**src/rtl/sar_controller_param_if.sv**
```systemverilog
// Handshake/bus bundle between the SAR controller and its environment
// (comparator, CDAC switch drivers, result consumer).
interface sar_controller_param_if #(
  parameter int N_BITS = 12
);
  logic              start;
  logic              cont_mode;
  logic              comparator_out;
  logic              data_ready;
  logic              sample_en;
  logic [N_BITS-1:0] dac_code;
  logic              busy;
  logic              eoc;
  logic [N_BITS-1:0] data_out;
  logic              data_valid;
  logic              overrun;

  modport master (
    input  start, cont_mode, comparator_out, data_ready,
    output sample_en, dac_code, busy, eoc, data_out, data_valid, overrun
  );

  modport slave (
    output start, cont_mode, comparator_out, data_ready,
    input  sample_en, dac_code, busy, eoc, data_out, data_valid, overrun
  );
endinterface

```
**src/rtl/sar_controller_param.sv**
```systemverilog
// SAR conversion controller: sample phase, binary search, valid/ready result with overrun.
// Define SAR_AVG_EN to average 2^AVG_LOG2 consecutive conversions per published result.
module sar_controller_param #(
  parameter int N_BITS        = 12,
  parameter int SAMPLE_CYCLES = 2,
  parameter int AVG_LOG2      = 2
) (
  input  logic                   clk_sar,
  input  logic                   rst_n,
  sar_controller_param_if.master sar
);

  localparam int CW = (SAMPLE_CYCLES > 1) ? $clog2(SAMPLE_CYCLES) : 1;
  localparam logic [N_BITS-1:0] MSB = {1'b1, {(N_BITS-1){1'b0}}};

  if (N_BITS < 2 || SAMPLE_CYCLES < 1 || AVG_LOG2 < 0) begin : g_bad_param
    $error("sar_controller_param: illegal parameter value");
  end

  typedef enum logic [1:0] {IDLE, SAMPLE, CONVERT, DONE} state_e;

  state_e            state_q;
  logic [CW-1:0]     cnt_q;
  logic [N_BITS-1:0] dac_q, trial_q, sar_q, data_q;
  logic              sample_en_q, busy_q, eoc_q, valid_q, ovr_q;

  logic [N_BITS-1:0] sar_d, pub_data_d;
  logic              last_d;

`ifdef SAR_AVG_EN
  logic [N_BITS+AVG_LOG2-1:0] acc_q, acc_sum_d;
  logic [AVG_LOG2-1:0]        avg_cnt_q;
`endif

  // Trial bit is kept when the comparator says Vin >= Vdac, otherwise dropped.
  assign sar_d = sar.comparator_out ? dac_q : (dac_q & ~trial_q);

  always_comb begin
`ifdef SAR_AVG_EN
    acc_sum_d  = acc_q + {{AVG_LOG2{1'b0}}, sar_q};
    last_d     = (avg_cnt_q == '1);
    pub_data_d = acc_sum_d[N_BITS+AVG_LOG2-1:AVG_LOG2];
`else
    last_d     = 1'b1;
    pub_data_d = sar_q;
`endif
  end

  always_ff @(posedge clk_sar or negedge rst_n) begin
    if (!rst_n) begin
      state_q     <= IDLE;
      cnt_q       <= '0;
      dac_q       <= '0;
      trial_q     <= '0;
      sar_q       <= '0;
      data_q      <= '0;
      sample_en_q <= 1'b0;
      busy_q      <= 1'b0;
      eoc_q       <= 1'b0;
      valid_q     <= 1'b0;
      ovr_q       <= 1'b0;
`ifdef SAR_AVG_EN
      acc_q       <= '0;
      avg_cnt_q   <= '0;
`endif
    end else begin
      eoc_q <= 1'b0;
      if (valid_q && sar.data_ready) valid_q <= 1'b0;
      unique case (state_q)
        IDLE: if (sar.start) begin
          state_q     <= SAMPLE;
          sample_en_q <= 1'b1;
          busy_q      <= 1'b1;
          cnt_q       <= '0;
          sar_q       <= '0;
          dac_q       <= '0;
        end
        SAMPLE: begin
          if (cnt_q == CW'(SAMPLE_CYCLES-1)) begin
            state_q     <= CONVERT;
            sample_en_q <= 1'b0;
            dac_q       <= MSB;
            trial_q     <= MSB;
          end else begin
            cnt_q <= cnt_q + 1'b1;
          end
        end
        CONVERT: begin
          sar_q <= sar_d;
          if (trial_q[0]) begin
            state_q <= DONE;
            eoc_q   <= 1'b1;
            dac_q   <= '0;
          end else begin
            dac_q   <= sar_d | (trial_q >> 1);
            trial_q <= trial_q >> 1;
          end
        end
        DONE: begin
          // A write while the consumer accepts in the same cycle is not an overrun.
          if (last_d) begin
            data_q  <= pub_data_d;
            valid_q <= 1'b1;
            if (valid_q && !sar.data_ready) ovr_q <= 1'b1;
          end
`ifdef SAR_AVG_EN
          acc_q     <= last_d ? '0 : acc_sum_d;
          avg_cnt_q <= avg_cnt_q + 1'b1;
`endif
          if (!last_d || sar.cont_mode) begin
            state_q     <= SAMPLE;
            sample_en_q <= 1'b1;
            cnt_q       <= '0;
            sar_q       <= '0;
          end else begin
            state_q <= IDLE;
            busy_q  <= 1'b0;
          end
        end
        default: state_q <= IDLE;
      endcase
    end
  end

  assign sar.sample_en  = sample_en_q;
  assign sar.dac_code   = dac_q;
  assign sar.busy       = busy_q;
  assign sar.eoc        = eoc_q;
  assign sar.data_out   = data_q;
  assign sar.data_valid = valid_q;
  assign sar.overrun    = ovr_q;

endmodule

```
**src/flat_wrapper.sv**
```systemverilog
// flat-port wrapper written by rule: the top's interface ports become plain ports
module sar_controller_param_flat 
#(
  parameter int N_BITS        = 12,
  parameter int SAMPLE_CYCLES = 2,
  parameter int AVG_LOG2      = 2
)
  (clk_sar, rst_n, sar_start, sar_cont_mode, sar_comparator_out, sar_data_ready, sar_sample_en, sar_dac_code, sar_busy, sar_eoc, sar_data_out, sar_data_valid, sar_overrun);
  sar_controller_param_if #(.N_BITS(N_BITS)) sar_i ();
  input  logic clk_sar;
  input  logic rst_n;
  input wire logic [$bits(sar_i.start)-1:0] sar_start;
  input wire logic [$bits(sar_i.cont_mode)-1:0] sar_cont_mode;
  input wire logic [$bits(sar_i.comparator_out)-1:0] sar_comparator_out;
  input wire logic [$bits(sar_i.data_ready)-1:0] sar_data_ready;
  output wire logic [$bits(sar_i.sample_en)-1:0] sar_sample_en;
  output wire logic [$bits(sar_i.dac_code)-1:0] sar_dac_code;
  output wire logic [$bits(sar_i.busy)-1:0] sar_busy;
  output wire logic [$bits(sar_i.eoc)-1:0] sar_eoc;
  output wire logic [$bits(sar_i.data_out)-1:0] sar_data_out;
  output wire logic [$bits(sar_i.data_valid)-1:0] sar_data_valid;
  output wire logic [$bits(sar_i.overrun)-1:0] sar_overrun;
  assign sar_i.start = sar_start;
  assign sar_i.cont_mode = sar_cont_mode;
  assign sar_i.comparator_out = sar_comparator_out;
  assign sar_i.data_ready = sar_data_ready;
  assign sar_sample_en = sar_i.sample_en;
  assign sar_dac_code = sar_i.dac_code;
  assign sar_busy = sar_i.busy;
  assign sar_eoc = sar_i.eoc;
  assign sar_data_out = sar_i.data_out;
  assign sar_data_valid = sar_i.data_valid;
  assign sar_overrun = sar_i.overrun;
  sar_controller_param #(.N_BITS(N_BITS), .SAMPLE_CYCLES(SAMPLE_CYCLES), .AVG_LOG2(AVG_LOG2)) u_core (.clk_sar(clk_sar), .rst_n(rst_n), .sar(sar_i));
endmodule
```
**config.mk**
```make
export PLATFORM = sky130hd
export DESIGN_NAME = sar_controller_param_flat
export DESIGN_NICKNAME = d
export VERILOG_FILES = /design/src/rtl/sar_controller_param_if.sv /design/src/rtl/sar_controller_param.sv /design/src/flat_wrapper.sv
export SDC_FILE = /design/constraint.sdc
export NUM_CORES = 1
export LEC_CHECK = 0
export BUFFER_PORTS_ARGS = -buffer_cell sky130_fd_sc_hd__buf_2
export CAP_MARGIN = 20
export CORE_MARGIN = 2
export CORE_UTILIZATION = 30
export CTS_CLUSTER_DIAMETER = 30
export DETAILED_ROUTE_END_ITERATION = 7
export PLACE_DENSITY = 0.49
export SLEW_MARGIN = 25
export SYNTH_ARGS = -nofsm -noshare
export SYNTH_HDL_FRONTEND = slang
export SYNTH_SLANG_ARGS = --single-unit
```
**constraint.sdc**
```tcl
create_clock -name clk_sar -period 2.14 [get_ports clk_sar]
set_input_delay 0.214 -clock clk_sar [delete_from_list [all_inputs] [get_ports clk_sar]]
set_output_delay 0.214 -clock clk_sar [all_outputs]
set_load 0.03 [all_outputs]
```
==> flow_summary.yaml <==
place:
  gp_congestion: 0.8209
  placedInstanceArea_sq_um: 2930
  io_buffers: 34
  post-dp-hpwl_mm: 4.053
  dp_slack_ns: 0.1550
synthesis:
  ys_types: 39
  synth-seq-cells: 56
  synth_ff_type: "dfrtp_1"
  syn_area_sq_um: 2585
  synthArstFlopShare: 1.000
  synth-seq-area-share: 0.5421
  synth_edf_count: 0
  syn_area_per_cell_sq_um: 12.25
  syn-instance-count: 211
  syn_nets: 224
  yosys_warnings: 0
worst_setup_path:
  endpoint_kind: "flip-flop"
  crit_start: "u_core.state_q[0]"
  slowest_stage: "nor4_4"
  reg2reg_from: "u_core.state_q[0]"
  crit_chain: "buf_4 > ha_1 > nor2b_1 > nor4_4 > a22o_1"
  path_class: "reg2reg"
  cp-start-kind: "flip-flop"
  cpPeakStageDelay_ns: 0.61
  path_max_fanout: 10
  arrival_ns: 2.18
  required_ns: 2.39
floorplanning:
  io_pins: 35
  start_util: 0.3115
  die_y_microns: 96.83
  fp.dieW_microns: 96.83
  core_sq_um: 8299
  die-area_sq_um: 9375
  rows: 33
layout:
  antenna_cells: 0
  drive_above_1_share: 0.2992
  final_area_sq_um: 3037
  area_growth_pct: 17.47
  num-nets-final: 266
  final_common_cell: "dfrtp_1"
  most-common-layout-cells: "dfrtp_1 (56), buf_2 (34), a22o_1 (20), mux2_2 (15)"
worst_hold_path:
  hp-class: "in2reg"
  hold_start: "sar_cont_mode"
clock_network:
  cts_buffers: 5
  cts_tree: "yes"
  post_cts.repair.setup_buffers: 0
  cts.clk_slew.worst_paths_ns: 0.09
  cts_buffer_depth: 2
  htreeDepth: 2
  cts_sinks: 56
  clock_latency_ns: 0.31
  clock-root-buffer: "clkbuf_8"
routing:
  wl_per_cell_microns: 15.86
  via_count: 1727
  first_pass_iters: 4
  drc: 0
  routed_wl_mm: 5.692
  drt.antenna.violating_nets: 0
  vias_per_cell: 4.811
  drtIter0Drc: 89
pwr:
  power_mw: 1.693
  max-vdd-ir-drop_v: 0.0002128
  p_per_area_nw_per_um2: 557.5
  leakage_nw: 1.581
run_status:
  outcome: "finished clean"
timing:
  timing_hold_violations_final: 0
  tns_ns: 0
  worst_pin_slew_ns: 0.6468
  post-route-period-util: 0.9023
  rsz0062_at_grt: "false"
  drv_slew: 0
  relSlewSlack: 0.5655
  post-route-min-period_ns: 1.931
  fmax_mhz: 517.9
  hold_slack_ns: 0.1852
  worst_slack_ns: 0.2091
  setup_viol: 0
  finClkSkew_ns: 0.005211
global_route:
  use_met3: 0.03324
  grt_max_degree: 37
  grt-ovfl-total: 0
  grt_pass1_wl_mm: 9.618
  grt_pass1_vias: 1829
  gr-usage-met1: 0.1804
  use_met2: 0.1918
  antenna_found_initial: 0
  grt_use_total: 0.1284
  busiest_layer: "met2"
job:
  drv.max_cap_violation_count: 0
worst paths after layout:
check                                    endpoint  slack (ns)  cells past startpoint
setup / recovery           u_core.sar.dac_code[2]        0.21                      5
hold / removal                    u_core.sar.busy        0.19                      3
setup reg to reg           u_core.sar.dac_code[2]        0.21                      5
hold reg to reg                u_core.sar.overrun        0.47                      1
max in group asynchronous       u_core.trial_q[8]        1.16                      3
min in group asynchronous    u_core.sar.sample_en        0.41                      2
worst max-delay path, delay by kind of cell (launching register included):
kind	cells	cell delay, ns
buffers and inverters	1	0.15
and+or+nand+nor	2	0.82
AOI/OAI and AO/OA	1	0.25
adders and majority gates	1	0.26
DFF	1	0.38
area by class of cell:
cell class                 count  area (sq um)
tap                          105         131.4
inverter                       8         30.03
fill                         820          5263
multi-input combinational    134          1077
timing repair buffer          48         302.8
clock buffer                   7         86.33
clock inverter                 1         7.507
sequential                    56          1401
through the flow:
step | instances | util
6_report | 359 | 0.3659
3_5_place_dp | 350 | 0.3531
4_1_cts | 359 | 0.3656
2_1_floorplan | 211 | -
5_1_grt | 359 | 0.3659
3_3_place_gp | 350 | 0.3531
layer usage:
metal	part of all wire	up-vias
met1	0.50	845
met5	0	-
met2	0.46	26
met4	0.015	0
met3	0.032	7
li1	-	849
Yosys cell counts (all sizes together), types with 2 or more instances:
master / n / area [sq um]
dfrtp: 56 / 1401
mux2: 25 / 281.5
a22o: 20 / 175.2
nor2: 13 / 51.30
nor2b: 13 / 81.33
nand2: 12 / 45.04
o2111ai: 10 / 87.58
buf: 8 / 60.05
inv: 8 / 30.03
ha: 7 / 87.58
a21oi: 5 / 25.02
clkbuf: 5 / 18.77
nor3: 4 / 31.28
nand2b: 2 / 12.51
nor4: 2 / 27.53
o21ai: 2 / 10.01
o31ai: 2 / 15.01
o41ai: 2 / 17.52
state kept, by name, indices dropped and copies added (netlist names), 2 cells and up:
register	count
u_core.trial_q	12
u_core.pub_data_d	12
u_core.sar.dac_code	12
u_core.sar.data_out	12
u_core.state_q	2
power breakdown:
| group | switching [mW] | total [mW] | leakage (nW) | internal (mW) |
|---|---|---|---|---|
| clock network | 0.335 | 0.599 | 0.0445 | 0.264 |
| registers | 0 | 1.06 | 0.772 | 1.06 |
| logic | 0.0280 | 0.0371 | 0.765 | 0.00914 |
repair_timing:
action	4_1_cts	5_1_grt
setup endpoints to repair	0	10
hold buffers	1	0
endpoints found under the hold margin	20	0
resized for setup	0	1
logic make-up after synthesis:
family          after synthesis  synth area share
simple gates                 53            0.1205
fa+ha+maj                     7           0.03388
flops                        56            0.5421
buf+inv                      21           0.04211
mux                          26            0.1128
compound gates               48            0.1486
No activity file was read; power rests on OpenSTA's default activity.
